<file path="src/rtl/calc_seq_pkg.sv">
// Shared types and constants for the RAM-backed calculator sequencer.
package calc_seq_pkg;

  typedef enum logic [3:0] {
    IDLE, RD_A, RD_B, CAP_B, START, WAIT, WR_Y, WR_ST, HOLD, END
  } seq_state_t;

  localparam int OFF_A  = 0;
  localparam int OFF_B  = 1;
  localparam int OFF_Y  = 2;
  localparam int OFF_ST = 3;

  // Status word: run count in the top byte, error/ok flags in the low bits.
  localparam int ST_OK_BIT  = 0;
  localparam int ST_ERR_BIT = 1;
  localparam int ST_CNT_W   = 8;

endpackage

</file>
<file path="src/rtl/calc_timeout_cnt.sv">
// Wait-cycle counter: synchronous clear, count enable, terminal count at TIMEOUT-1.
module calc_timeout_cnt #(
  parameter int TIMEOUT = 255
) (
  input  logic clk_i,
  input  logic rst_i,
  input  logic clr,
  input  logic en,
  output logic tc
);

  localparam int W = $clog2(TIMEOUT + 1);
  localparam logic [W-1:0] TC_VAL = W'(TIMEOUT - 1);

  logic [W-1:0] cnt;

  assign tc = (cnt == TC_VAL);

  always_ff @(posedge clk_i or posedge rst_i) begin
    if (rst_i)           cnt <= '0;
    else if (clr)        cnt <= '0;
    else if (en && !tc)  cnt <= cnt + 1'b1;
  end

endmodule

</file>
<file path="src/rtl/calc_ram_sequencer.sv">
// Reads A/B from RAM, runs the calculator with a timeout, writes Y and a status word.
module calc_ram_sequencer
  import calc_seq_pkg::*;
#(
  parameter int                DATA_W  = 16,
  parameter int                ADDR_W  = 8,
  parameter logic [ADDR_W-1:0] BASE    = '0,
  parameter int                TIMEOUT = 255
) (
  input  logic              clk_i,
  input  logic              rst_i,
  input  logic              contr_i,
  output logic [ADDR_W-1:0] ram_addr_o,
  output logic              ram_we_o,
  output logic [DATA_W-1:0] ram_wdata_o,
  input  logic [DATA_W-1:0] ram_rdata_i,
  output logic [DATA_W-1:0] calc_a_o,
  output logic [DATA_W-1:0] calc_b_o,
  output logic              calc_start_o,
  input  logic              calc_fim_i,
  input  logic [DATA_W-1:0] calc_y_i,
  output logic              busy_o,
  output logic              done_o,
  output logic              err_o,
  output seq_state_t        state_o
);

  seq_state_t    state;
  logic [DATA_W-1:0] op_a, op_b, y_q;
  logic [ST_CNT_W-1:0] run_cnt;
  logic          tmo_tc;

  function automatic logic [DATA_W-1:0] status_word(input logic [ST_CNT_W-1:0] cnt,
                                                    input logic e);
    logic [DATA_W-1:0] w;
    w = '0;
    w[DATA_W-1 -: ST_CNT_W] = cnt;
    w[ST_ERR_BIT]           = e;
    w[ST_OK_BIT]            = ~e;
    return w;
  endfunction

  calc_timeout_cnt #(.TIMEOUT(TIMEOUT)) u_tmo (
    .clk_i (clk_i),
    .rst_i (rst_i),
    .clr   (state == START),
    .en    (state == WAIT),
    .tc    (tmo_tc)
  );

  assign calc_a_o = op_a;
  assign calc_b_o = op_b;
  assign state_o  = state;

  // Outputs are loaded on the edge that enters the state they belong to.
  always_ff @(posedge clk_i or posedge rst_i) begin
    if (rst_i) begin
      state        <= IDLE;
      ram_addr_o   <= BASE;
      ram_we_o     <= 1'b0;
      ram_wdata_o  <= '0;
      calc_start_o <= 1'b0;
      busy_o       <= 1'b0;
      done_o       <= 1'b0;
      err_o        <= 1'b0;
      op_a         <= '0;
      op_b         <= '0;
      y_q          <= '0;
      run_cnt      <= '0;
    end else begin
      ram_we_o     <= 1'b0;
      calc_start_o <= 1'b0;
      case (state)
        IDLE: if (contr_i) begin
          state      <= RD_A;
          ram_addr_o <= BASE + ADDR_W'(OFF_A);
          busy_o     <= 1'b1;
        end
        RD_A: begin
          state      <= RD_B;
          ram_addr_o <= BASE + ADDR_W'(OFF_B);
        end
        RD_B: begin
          op_a  <= ram_rdata_i;
          state <= CAP_B;
        end
        CAP_B: begin
          op_b         <= ram_rdata_i;
          calc_start_o <= 1'b1;
          state        <= START;
        end
        START: state <= WAIT;
        WAIT: begin
          // A done flag on the terminal wait cycle still counts as success.
          if (calc_fim_i) begin
            y_q         <= calc_y_i;
            err_o       <= 1'b0;
            ram_we_o    <= 1'b1;
            ram_addr_o  <= BASE + ADDR_W'(OFF_Y);
            ram_wdata_o <= calc_y_i;
            state       <= WR_Y;
          end else if (tmo_tc) begin
            err_o       <= 1'b1;
            ram_we_o    <= 1'b1;
            ram_addr_o  <= BASE + ADDR_W'(OFF_ST);
            ram_wdata_o <= status_word(run_cnt, 1'b1);
            state       <= WR_ST;
          end
        end
        WR_Y: begin
          ram_we_o    <= 1'b1;
          ram_addr_o  <= BASE + ADDR_W'(OFF_ST);
          ram_wdata_o <= status_word(run_cnt, err_o);
          state       <= WR_ST;
        end
        WR_ST: begin
          run_cnt <= run_cnt + 1'b1;
          busy_o  <= 1'b0;
          done_o  <= 1'b1;
          state   <= HOLD;
        end
        HOLD: if (!contr_i) begin
          done_o <= 1'b0;
          state  <= END;
        end
        END:     state <= IDLE;
        default: state <= IDLE;
      endcase
    end
  end

endmodule
</file>
<file path="config.mk">
export PLATFORM = sky130hd
export DESIGN_NAME = calc_ram_sequencer
export DESIGN_NICKNAME = d
export VERILOG_FILES = /design/src/rtl/calc_seq_pkg.sv /design/src/rtl/calc_timeout_cnt.sv /design/src/rtl/calc_ram_sequencer.sv
export SDC_FILE = /design/constraint.sdc
export NUM_CORES = 1
export LEC_CHECK = 0
export CAP_MARGIN = 25
export CORE_ASPECT_RATIO = 1.5
export CORE_UTILIZATION = 40
export CTS_CLUSTER_DIAMETER = 150
export DETAILED_ROUTE_END_ITERATION = 7
export PLACE_DENSITY_LB_ADDON = 0.15
export REMOVE_ABC_BUFFERS = 1
export SLEW_MARGIN = 5
export SYNTH_ARGS = -nofsm -noshare
export SYNTH_HDL_FRONTEND = slang
export SYNTH_SLANG_ARGS = --single-unit
export TNS_END_PERCENT = 10
</file>
<file path="constraint.sdc">
create_clock -name clk_i -period 4.15 [get_ports clk_i]
set_clock_uncertainty 0.15 [all_clocks]
set_input_delay 1.245 -clock clk_i [delete_from_list [all_inputs] [get_ports clk_i]]
set_output_delay 1.245 -clock clk_i [all_outputs]
set_load 0.03 [all_outputs]
</file>
==> impl_metrics.yaml <==
routing:
  viasPerCell: 4.89
  vias: 2257
  firstDrtPassIters: 4
  detail-route-antenna-nets: 0
  drtIter0Drc: 82
  wl_per_cell_um: 15.5
  routed_wl_um: 7160
  drcViolationCount: 0
critical_path:
  worstSetupPathType: "reg -> out"
  r2r_cells: 5
  cp_top_family: "buffers and inverters"
  timing.rr.end: "ram_wdata_o[15]"
  cpMaxStageDelayCell: "clkdlybuf4s50_1"
  endpoint_kind: "primary output"
  cp_max_fo: 16
  ff2ff_setup_slack_ps: 1840
  worst-path-buf-inv: 1
  start_kind: "register"
  crit-reg2reg-launch: "state_o[2]"
  path_cells: "clkdlybuf4s50_1"
  critical_path.max_stage_delay_ps: 800
  arrival_ps: 1850
  cp_data_required_time_ps: 2750
sta:
  slew_headroom_pct: 43.1
  final-max-slew-violation-count: 0
  period_share_pct: 78.3
  period_needed_ps: 3250
  fin_ws_ps: 902
  setup_violations: 0
  hold_viol: 0
  finalSetupTns_ps: 0
  rsz0062_at_grt: "false"
  timing.fmax_mhz: 308
  worst_pin_slew_ps: 854
logic_synthesis:
  synth_top_area_share_pct: 54.8
  synth_area_leaders: "dfrtp_1, mux2_2, mux2_4"
  ys_warn_count: 0
  netlist-cell-type-count: 53
  synthFlopType: "dfrtp_1"
  synth_seq_cells: 75
  yosysMostFrequentCell: "dfrtp_1"
  yosysSeqAreaShare_pct: 54.8
  syn_inst: 253
  yosysTopAreaCell: "dfrtp_1"
  syn_area_per_cell_um2: 13.5
  synth-edff-count: 0
  synthTopCellsByCount: "dfrtp_1, mux2_2, mux2_4"
  syn_area_mm2: 0.00343
  async_flop_share_pct: 100
clock_network:
  cts_setup_buffers: 0
  clk_latency_ps: 330
  cts.clk_slew.worst_paths_ps: 50
  clk_path_buf_depth: 2
  root_buffer: "clkbuf_16"
  cts_htree_levels: 3
  ctsResizeCount: 0
  cts_tree: "built"
  clkSinkCount: 75
  cts_buffers: 9
  postCtsHoldBufs: 0
grt:
  antenna_found_initial: 0
  grt_pass1_vias: 2339
  gr-usage-all-layers_pct: 17.6
  grt_max_degree: 52
  grt_overflow: 0
  grt_pass1_wl_um: 11800
layout:
  fill_cells: 739
  nets: 389
  drive_above_1_share_pct: 21.4
  stdcell_area_mm2: 0.00474
  final_core_util_pct: 56.7
  area_growth_syn_to_layout_pct: 38.3
  n_antenna_cell: 0
status:
  status: "finished clean"
pwr:
  p_leak_nw: 2.05
  p_per_area_mw_per_mm2: 852
  ir_worst_vdd_mv: 0.376
placed_design:
  place_area_mm2: 0.00442
  portBuffers: 94
  dp_slack_ps: 1100
  dp_hpwl_um: 4980
  routabilityCongestion: 0.742
hold_path:
  min-delay-start: "run_cnt[7]"
  min_to: "run_cnt[7]"
  min_path_cells: 1
  hold_path_class: "reg -> reg"
floorplanning:
  io_pins: 101
  start_util_pct: 41.0
  die_w_um: 77.6
  coreArea_mm2: 0.00836
  die-area_mm2: 0.00895
  num_rows: 41
  die_h_um: 115
flow_run:
  maxCapViolCount: 0
per-stage QoR:
step / instances / power (mW) / hold slack, ps
floorplan: 243 / 2.53 / 292
finish: 462 / 4.03 / 320
CTS: 461 / 4.06 / 325
global placement: 445 / 3.26 / 309
global route: 462 / 4.27 / 360
detailed placement: 445 / 3.29 / 313
power by group:
part | switching [mW] | internal, mW | leakage (nW)
clock network | 0.278 | 0.469 | 0.146
registers | 0.264 | 1.04 | 0.934
logic | 1.01 | 0.974 | 0.969
metal layers:
layer	global-route usage [%]	routed length [µm]	share of wire, %
met1	21.4	2990	42
met2	28.6	3770	53
met3	5.00	298	4.2
met4	8.30	110	1.5
met5	0	0	0
cell type report:
class / count / area [µm²] / share of cell area [%]
Multi-Input combinational cell: 160 / 1420 / 29.9
Clock inverter: 1 / 5.00 / 0.106
Timing Repair Buffer: 96 / 988 / 20.9
Sequential cell: 75 / 1880 / 39.6
Inverter: 8 / 30.0 / 0.634
Tap cell: 107 / 134 / 2.83
Clock buffer: 15 / 288 / 6.08
registers in the layout, summed over array words and instances (netlist names):
signal / cells
calc_b_o: 16
ram_addr_o: 2
run_cnt: 8
busy_o: 1
ram_wdata_o: 16
calc_start_o: 1
state_o: 4
err_o: 1
ram_we_o: 1
calc_a_o: 16
u_tmo.cnt: 8
done_o: 1
cells by family after synthesis:
family | Yosys count | synth area share [%]
adders and majority gates | 3 | 1.10
muxes | 51 | 18.5
AOI/OAI and AO/OA | 33 | 7.52
other | 1 | 0.109
DFF | 75 | 54.8
buffers and inverters | 23 | 4.46
and+or+nand+nor | 53 | 9.97
xor gates and xnor gates | 14 | 3.58
cells in the final DEF (no fill, tap or decap), drive strengths merged, types with 2 or more instances in the layout:
cell type      count
clkbuf            15
nand4              4
mux2              50
nand2              7
o211ai             2
ha                 3
inv                8
and2               3
nand3              7
dfrtp             75
conb               6
a31oi              3
o21ai              6
nor2              13
xor2               6
buf                2
a22o               6
and3               5
a21oi              5
or3                2
xnor2              8
clkdlybuf4s50     94
nor2b              3
nor3               2
how the worst max path moves through the flow:
stage                    start              end  slack, ps  depth (start not counted)
floorplan                rst_i           busy_o        850                          1
global placement    calc_fim_i  ram_wdata_o[15]       1160                          5
detailed placement  calc_fim_i  ram_wdata_o[15]       1100                          5
CTS                 state_o[1]       state_o[1]        890                          1
global route        state_o[1]       state_o[1]        810                          1
finish              state_o[1]       state_o[1]        900                          1
Power figures use the tool's default switching activity.
